[src/rtl/systolic_pkg.sv]
// Shared types for the systolic array result path.
// acc_t matches the array accumulator width.
// row_t carries one realigned result row of C together with its end-of-matrix tag.
package systolic_pkg;

  localparam int N         = 2;
  localparam int ACC_WIDTH = 32;
  localparam int PE_LAT    = 2;

  typedef logic signed [ACC_WIDTH-1:0] acc_t;

  typedef struct packed {
    acc_t [N-1:0] data;
    logic         last;
  } row_t;

endpackage

[src/rtl/systolic_result_collector_if.sv]
// Result-row stream leaving the collector: valid/ready handshake plus row payload.
// master = the collector (producer), slave = the downstream consumer.
interface systolic_result_collector_if;
  import systolic_pkg::*;

  logic row_valid;
  logic row_ready;
  acc_t row_data [N];
  logic row_last;

  modport master (
    output row_valid,
    output row_data,
    output row_last,
    input  row_ready
  );

  modport slave (
    input  row_valid,
    input  row_data,
    input  row_last,
    output row_ready
  );

endinterface

[src/rtl/result_fifo.sv]
// Synchronous FIFO of result rows with an occupancy count.
// The head output keeps showing the last popped row once the FIFO runs empty.
// After reset, that held value is all zeros.
// DEPTH must be a power of two, at least 2, so the pointers wrap naturally.
module result_fifo
  import systolic_pkg::*;
#(
  parameter  int DEPTH = 4,
  localparam int PTR_W = $clog2(DEPTH),
  localparam int CNT_W = $clog2(DEPTH + 1)
) (
  input  logic             clk,
  input  logic             rst_n,
  input  logic             push,
  input  row_t             push_row,
  input  logic             pop,
  output row_t             head_row,
  output logic             head_valid,
  output logic [CNT_W-1:0] count
);

  row_t             mem_q [DEPTH];
  row_t             mem_d [DEPTH];
  logic [PTR_W-1:0] wr_ptr_q, wr_ptr_d;
  logic [PTR_W-1:0] rd_ptr_q, rd_ptr_d;
  logic [CNT_W-1:0] count_q, count_d;
  row_t             last_q, last_d;
  logic             do_push, do_pop;

  // Next-state: a pop frees a slot in the same cycle, so push+pop on a full FIFO is legal.
  always_comb begin
    do_pop   = pop && (count_q != '0);
    do_push  = push && ((count_q != CNT_W'(DEPTH)) || do_pop);
    mem_d    = mem_q;
    wr_ptr_d = wr_ptr_q;
    rd_ptr_d = rd_ptr_q;
    count_d  = count_q;
    last_d   = last_q;
    if (do_push) begin
      mem_d[wr_ptr_q] = push_row;
      wr_ptr_d        = wr_ptr_q + PTR_W'(1);
    end
    if (do_pop) begin
      last_d   = mem_q[rd_ptr_q];
      rd_ptr_d = rd_ptr_q + PTR_W'(1);
    end
    case ({do_push, do_pop})
      2'b10:   count_d = count_q + CNT_W'(1);
      2'b01:   count_d = count_q - CNT_W'(1);
      default: count_d = count_q;
    endcase
  end

  // Storage, pointers and held-head register.
  // All of these clear on reset.
  always_ff @(posedge clk) begin
    if (!rst_n) begin
      for (int i = 0; i < DEPTH; i++) begin
        mem_q[i] <= '0;
      end
      wr_ptr_q <= '0;
      rd_ptr_q <= '0;
      count_q  <= '0;
      last_q   <= '0;
    end else begin
      mem_q    <= mem_d;
      wr_ptr_q <= wr_ptr_d;
      rd_ptr_q <= rd_ptr_d;
      count_q  <= count_d;
      last_q   <= last_d;
    end
  end

  // Head view: the live entry while non-empty, otherwise the last row handed out.
  always_comb begin
    head_valid = (count_q != '0);
    head_row   = head_valid ? mem_q[rd_ptr_q] : last_q;
    count      = count_q;
  end

endmodule

[src/rtl/systolic_result_collector.sv]
// Output-side collector for the NxN systolic array.
// It realigns the column-skewed c_out values into whole rows of C.
// Rows are queued in a small FIFO and offered on a valid/ready stream.
// Admission credits (a_ready) are issued so that every row in flight already owns a FIFO slot.
module systolic_result_collector #(
  parameter int N         = systolic_pkg::N,
  parameter int ACC_WIDTH = systolic_pkg::ACC_WIDTH,
  parameter int PE_LAT    = systolic_pkg::PE_LAT,
  parameter int M_ROWS    = 2,
  parameter int DEPTH     = 4
) (
  input  logic                        clk,
  input  logic                        rst_n,
  input  logic                        enable,
  input  logic                        a_issue,
  output logic                        a_ready,
  input  logic signed [ACC_WIDTH-1:0] c_in [N],
  systolic_result_collector_if.master rows,
  output logic                        overflow
);
  import systolic_pkg::*;

  localparam int TOK_LEN = PE_LAT + N - 1;
  localparam int CNT_W   = $clog2(DEPTH + 1);
  localparam int SUM_W   = CNT_W + 1;
  localparam int RC_W    = (M_ROWS > 1) ? $clog2(M_ROWS) : 1;

  typedef logic signed [ACC_WIDTH-1:0] col_t;

  logic [TOK_LEN-1:0] tok_q, tok_d;
  logic [CNT_W-1:0]   in_flight_q, in_flight_d;
  logic [RC_W-1:0]    row_cnt_q, row_cnt_d;
  logic               overflow_q, overflow_d;

  logic               accept;
  logic               push;
  logic               row_is_last;
  logic [CNT_W-1:0]   fifo_count;
  logic [SUM_W-1:0]   credits_used;
  col_t               aligned [N];
  row_t               push_row;
  row_t               head_row;
  logic               head_valid;
  logic               pop;

  // Credits: every accepted row and every queued row holds one FIFO slot.
  // Admission continues while a slot remains.
  always_comb begin
    credits_used = {1'b0, fifo_count} + {1'b0, in_flight_q};
    a_ready      = credits_used < SUM_W'(DEPTH);
    accept       = a_issue && enable && a_ready;
    push         = enable && tok_q[TOK_LEN-1];
  end

  // Token pipe: a token at stage PE_LAT+j-1 means c_in[j] holds that row's column j.
  // The last stage is column N-1, which completes the row.
  always_comb begin
    tok_d = tok_q;
    if (enable) begin
      tok_d[0] = accept;
      for (int k = 1; k < TOK_LEN; k++) begin
        tok_d[k] = tok_q[k-1];
      end
    end
  end

  // Rows in flight: counts up on admission and down when the row lands in the FIFO.
  // A protocol violation is latched for good.
  always_comb begin
    in_flight_d = in_flight_q;
    case ({accept, push})
      2'b10:   in_flight_d = in_flight_q + CNT_W'(1);
      2'b01:   in_flight_d = in_flight_q - CNT_W'(1);
      default: in_flight_d = in_flight_q;
    endcase
    overflow_d = overflow_q || (a_issue && !a_ready);
  end

  // Row counter: tags the final row of each matrix, then wraps to row 0.
  always_comb begin
    row_is_last = (row_cnt_q == RC_W'(M_ROWS - 1));
    row_cnt_d   = row_cnt_q;
    if (push) begin
      row_cnt_d = row_is_last ? '0 : row_cnt_q + RC_W'(1);
    end
  end

  // Control state registers.
  // A reset throws away every token, so no partially collected row can be pushed.
  always_ff @(posedge clk) begin
    if (!rst_n) begin
      tok_q       <= '0;
      in_flight_q <= '0;
      row_cnt_q   <= '0;
      overflow_q  <= 1'b0;
    end else begin
      tok_q       <= tok_d;
      in_flight_q <= in_flight_d;
      row_cnt_q   <= row_cnt_d;
      overflow_q  <= overflow_d;
    end
  end

  // De-skew: column j waits N-1-j enabled cycles so that it lines up with column N-1.
  for (genvar j = 0; j < N - 1; j++) begin : g_dly
    localparam int STAGES = N - 1 - j;
    col_t dly_q [STAGES];
    col_t dly_d [STAGES];

    // Shift this column one stage each time the array advances.
    always_comb begin
      dly_d = dly_q;
      if (enable) begin
        dly_d[0] = c_in[j];
        for (int s = 1; s < STAGES; s++) begin
          dly_d[s] = dly_q[s-1];
        end
      end
    end

    // Delay line storage, cleared on reset.
    always_ff @(posedge clk) begin
      if (!rst_n) begin
        for (int s = 0; s < STAGES; s++) begin
          dly_q[s] <= '0;
        end
      end else begin
        dly_q <= dly_d;
      end
    end

    assign aligned[j] = dly_q[STAGES-1];
  end

  assign aligned[N-1] = c_in[N-1];

  // Assemble the aligned row with its end-of-matrix tag for the FIFO.
  always_comb begin
    push_row = '0;
    for (int j = 0; j < N; j++) begin
      push_row.data[j] = aligned[j];
    end
    push_row.last = row_is_last;
  end

  assign pop = head_valid && rows.row_ready;

  result_fifo #(
    .DEPTH (DEPTH)
  ) u_fifo (
    .clk        (clk),
    .rst_n      (rst_n),
    .push       (push),
    .push_row   (push_row),
    .pop        (pop),
    .head_row   (head_row),
    .head_valid (head_valid),
    .count      (fifo_count)
  );

  // Drive the output stream from the FIFO head.
  always_comb begin
    rows.row_valid = head_valid;
    rows.row_last  = head_row.last;
    for (int j = 0; j < N; j++) begin
      rows.row_data[j] = head_row.data[j];
    end
  end

  assign overflow = overflow_q;

endmodule

[src/flat_wrapper.sv]
// flat-port wrapper written by rule: the top's interface ports become plain ports
module systolic_result_collector_flat import systolic_pkg::*;
#(
  parameter int N         = systolic_pkg::N,
  parameter int ACC_WIDTH = systolic_pkg::ACC_WIDTH,
  parameter int PE_LAT    = systolic_pkg::PE_LAT,
  parameter int M_ROWS    = 2,
  parameter int DEPTH     = 4
)
  (clk, rst_n, enable, a_issue, a_ready, c_in, overflow, rows_row_valid, rows_row_data, rows_row_last, rows_row_ready);
  systolic_result_collector_if rows_i ();
  input  logic clk;
  input  logic rst_n;
  input  logic enable;
  input  logic a_issue;
  output logic a_ready;
  input  logic signed [ACC_WIDTH-1:0] c_in[N];
  output logic overflow;
  output wire logic [$bits(rows_i.row_valid)-1:0] rows_row_valid;
  output wire logic [$bits(rows_i.row_data)-1:0] rows_row_data;
  output wire logic [$bits(rows_i.row_last)-1:0] rows_row_last;
  input wire logic [$bits(rows_i.row_ready)-1:0] rows_row_ready;
  assign rows_row_valid = rows_i.row_valid;
  assign rows_row_data = {>>{rows_i.row_data}};
  assign rows_row_last = rows_i.row_last;
  assign rows_i.row_ready = rows_row_ready;
  systolic_result_collector #(.N(N), .ACC_WIDTH(ACC_WIDTH), .PE_LAT(PE_LAT), .M_ROWS(M_ROWS), .DEPTH(DEPTH)) u_core (.clk(clk), .rst_n(rst_n), .enable(enable), .a_issue(a_issue), .a_ready(a_ready), .c_in(c_in), .rows(rows_i), .overflow(overflow));
endmodule
[config.mk]
export PLATFORM = sky130hd
export DESIGN_NAME = systolic_result_collector_flat
export DESIGN_NICKNAME = d
export VERILOG_FILES = /design/src/rtl/systolic_pkg.sv /design/src/rtl/systolic_result_collector_if.sv /design/src/rtl/result_fifo.sv /design/src/rtl/systolic_result_collector.sv /design/src/flat_wrapper.sv
export SDC_FILE = /design/constraint.sdc
export NUM_CORES = 1
export LEC_CHECK = 0
export CAP_MARGIN = 20
export CORE_ASPECT_RATIO = 0.9
export CORE_UTILIZATION = 40
export DETAILED_ROUTE_END_ITERATION = 12
export MAX_ROUTING_LAYER = met4
export PLACE_DENSITY = 0.65
export SYNTH_ARGS = -nofsm -noshare
export SYNTH_HDL_FRONTEND = slang
export SYNTH_SLANG_ARGS = --single-unit
[constraint.sdc]
create_clock -name clk -period 5.4 [get_ports clk]
set_clock_uncertainty 0.05 [all_clocks]
set_input_delay 0.81 -clock clk [delete_from_list [all_inputs] [get_ports clk]]
set_output_delay 0.81 -clock clk [all_outputs]
set_load 0.1 [all_outputs]
==> impl_metrics.py <==
metrics = {
    "run_status": {
        "run_status": "complete, no violations",
    },
    "sta": {
        "grt_setup_unrepaired": "no",
        "final_tns_setup_ps": 0,
        "tightest_slew_ps": 1040,
        "setup_violations": 0,
        "setup_ws_ps": 971,
        "timing_hold_violations_final": 0,
        "layout_worst_path_cycle_share": 0.820,
        "final.min_clock_period_ps": 4430,
        "final_max_slew_viol_count": 0,
        "worst_slew_margin_rel": 0.303,
        "timing.fmax_mhz": 226,
    },
    "power": {
        "pwr-share-seq": 0.483,
        "power.static_leakage_nw": 6.39,
        "vdd_drop_max_v": 0.000189,
        "p_switching_mw": 1.24,
        "comb_power_share": 0.037,
        "clock_power_share": 0.480,
        "power_per_cell_area_mw_per_mm2": 309,
        "internal_power_mw": 4.51,
        "power_switching_share": 0.216,
        "power_mw": 5.74,
    },
    "die": {
        "initial_core_utilization": 0.406,
        "floorplan.io_pins": 137,
        "die_height_um": 189,
        "coreArea_sq_mm": 0.0384,
        "die_x_um": 210,
        "die-area_sq_mm": 0.0397,
        "core.rowCount": 68,
    },
    "placed_design": {
        "pre_cts_slack_ps": 1480,
        "dp_hpwl_mm": 21.2,
        "numPortBuffers": 136,
        "gp_congestion": 0.700,
        "dp_cells": 1975,
    },
    "synthesis": {
        "share_of_the_synthesized_netlist_area_taken_by_xor_and_xnor_gates": 0.00394,
        "largest_family_of_logic_cells_by_synthesized_area": "multiplexers",
        "ff_latch_count_synth": 372,
        "adder_cell_area_share_of_the_yosys_netlist": 0.00900,
        "netlist_top_cells_area": "sky130_fd_sc_hd__dfxtp_1 (48%), sky130_fd_sc_hd__mux2i_1 (19%), sky130_fd_sc_hd__mux4_2 (9.4%)",
        "syn_area_sq_mm": 0.0156,
        "post-synth-top-area-cell": "sky130_fd_sc_hd__dfxtp_1",
        "synth_simple_gate_area_frac": 0.0970,
        "synth.mux.area_fraction": 0.330,
        "netlist-cell-type-count": 31,
        "syn_inst": 1400,
        "synth_compound_gate_area_share": 0.0424,
        "post-synth-top-area-fraction": 0.478,
        "yosysWarnings": 0,
        "net_count_synth": 1479,
        "syn-mean-instance-area_sq_um": 11.1,
        "synth-seq-area-share": 0.478,
    },
    "worst_setup_path": {
        "crit_end": "rows_row_data[29]",
        "cell_at_the_slowest_stage_of_the_critical_path": "sky130_fd_sc_hd__clkdlybuf4s50_1",
        "critical_path_required_ps": 4540,
        "r2r_start": "u_core.u_fifo.count[0]",
        "kind_of_critical_path": "reg2out",
        "timing.rr.end": "u_core.u_fifo.last_q[45]",
        "critical_path.startpoint_type": "register",
        "worstPathCellList": "or3_4, buf_4, mux2_2, clkdlybuf4s50_1",
        "nature_of_the_critical_path_endpoint": "output port",
        "cp.arrival_ps": 3570,
        "cpPeakStageDelay_ps": 970,
        "timing.critical_path.depth": 4,
        "crit_path_start": "u_core.u_fifo.count[0]",
        "biggest_fanout_along_the_worst_timing_path": 52,
        "slack_of_the_worst_reg_to_reg_path_ps": 2780,
        "reg2regPathDepth": 4,
        "crit_buf_inv": 2,
        "critical-path-top-delay-family": "buffers and inverters",
    },
    "cells_and_area": {
        "post-route-util": 0.484,
        "antenna_cells_inserted": 0,
        "nets": 1572,
        "layout-drive-gt1-share": 0.148,
        "synthToLayoutAreaGrowth_pct": 19.3,
        "final_common_cell": "sky130_fd_sc_hd__dfxtp_1",
        "final_cells": 2043,
        "layout_common_cells": "sky130_fd_sc_hd__dfxtp_1 (370), sky130_fd_sc_hd__nand2_1 (326), sky130_fd_sc_hd__mux2i_1 (294), sky130_fd_sc_hd__clkdlybuf4s50_1 (134)",
    },
    "job": {
        "cap_viol_max_count": 0,
    },
    "global_route": {
        "antenna_violations_before_repair": 0,
        "grt_overflow": 0,
        "grt_first_pass_wirelength_mm": 58.2,
        "maximum_number_of_pins_on_one_net_before_global_route_repair": 103,
        "via_count_of_the_first_global_routing_pass": 10554,
        "grt.total_usage": 0.190,
    },
    "drt": {
        "post_drt_via_cell_ratio": 5.13,
        "dr.pass1.iters": 5,
        "drt_wl_total_mm": 36.1,
        "detail_route.drc_violations": 0,
        "wire_per_inst_um": 17.7,
        "dr.first_iter.drc_count": 522,
        "num_vias": 10476,
        "postRouteAntennaNets": 0,
    },
    "cts": {
        "clk_transition_reported_paths_ps": 60,
        "numCtsBuffers": 41,
        "cts_post_setup_buffers_inserted": 0,
        "cts_sinks": 372,
        "clock_latency_of_the_later_clocked_register_in_the_worst_skew_pair_ps": 540,
        "maximum_buffer_depth_of_the_clock_tree": 3,
        "h-tree-depth": 2,
        "root_buffer": "sky130_fd_sc_hd__clkbuf_16",
        "number_of_buffers_inserted_by_hold_repair_at_cts": 0,
        "clock_tree_from_tritoncts": "built",
        "cts_resized": 0,
    },
    "worst_hold_path": {
        "hp-class": "reg2reg",
    },
}
Yosys cell counts, drive strengths merged:
library cell and instances:
mux2i 294, and2 1, clkbuf 45, nor2 44
nand3b 1, nor3 1, o21ai 4, o31ai 1
o21a 1, a21oi 8, nor4b 1, nand2b 2
inv 11, o311ai 1, nand2 326, xnor2 1
nand3 1, dfxtp 372, fa 2, xor2 6
a21boi 1, buf 64, mux4 65, a22o 65
nand4 1, mux2 65, ha 8, nor3b 4
or3 4
how the worst min path moves through the flow:
stage | start | to | slack [ps] | depth (start not counted)
final | u_core.u_fifo.mem_q[173] | u_core.u_fifo.mem_q[173] | 400 | 2
after global routing | u_core.u_fifo.mem_q[20] | u_core.u_fifo.mem_q[20] | 410 | 2
after CTS | u_core.u_fifo.mem_q[25] | u_core.u_fifo.mem_q[25] | 410 | 2
after detailed placement | u_core.u_fifo.mem_q[158] | u_core.u_fifo.mem_q[158] | 390 | 2
after global placement | u_core.u_fifo.mem_q[116] | u_core.u_fifo.mem_q[116] | 390 | 2
after floorplan | u_core.u_fifo.mem_q[129] | u_core.u_fifo.mem_q[129] | 380 | 2
per-stage QoR:
| step | hold slack [ps] | instance area (sq um) |
|---|---|---|
| 2_1_floorplan | 382 | 15600 |
| 3_3_place_gp | 389 | 17300 |
| 3_5_place_dp | 393 | 17300 |
| 4_1_cts | 406 | 18600 |
| 5_1_grt | 414 | 18600 |
| 6_report | 403 | 18600 |
flip-flops by register name, indices dropped and copies added, names as in the netlist:
signal,flops
u_core.u_fifo.rd_ptr_q,2
u_core.u_fifo.mem_q,260
u_core.row_cnt_q,1
u_core.in_flight_q,3
u_core.u_fifo.wr_ptr_q,2
u_core.g_dly.dly_q,32
u_core.u_fifo.count,3
u_core.tok_q,3
u_core.u_fifo.last_q,65
u_core.overflow,1
cell families (layout without fill, tap and decap cells):
logic type | after synthesis | count (layout)
mux | 424 | 424
buf+inv | 120 | 238
fa+ha+maj | 10 | 10
xor+xnor | 7 | 7
compound gates | 81 | 81
simple gates | 386 | 386
flops | 372 | 372
power by group through the flow:
stage / clock (mW) / combinational [mW] / sequential (mW)
global route: 2.97 / 0.231 / 2.78
finish: 2.76 / 0.211 / 2.78
floorplan: 0 / 0.126 / 2.83
CTS: 2.85 / 0.215 / 2.78
global placement: 0 / 0.211 / 2.84
detailed placement: 0 / 0.214 / 2.84
final cells by class:
type	instances	area (sq um)
clock inverter	10	131
timing repair buffer	159	1560
inverter	11	41.3
fill	3458	19800
sequential	372	7450
clock buffer	58	1180
tap	525	657
multi-input combinational	908	7550
worst min-delay path, stage by stage (launching register included):
cell and delay [ps]:
sky130_fd_sc_hd__dfxtp_1 310, sky130_fd_sc_hd__nand2_1 50, sky130_fd_sc_hd__mux2i_1 50
routing by layer:
layer  wire, um  global-route usage  share of wire  vias to the layer above
met1      17500               0.258           0.49                     5191
li1           -                   -              -                     5075
met5          0                   -              0                        -
met3       1240              0.0299          0.034                       42
met2      16700               0.295           0.46                      168
met4        609              0.0472          0.017                        0
Note: power is estimated with default switching activity, not from simulation.
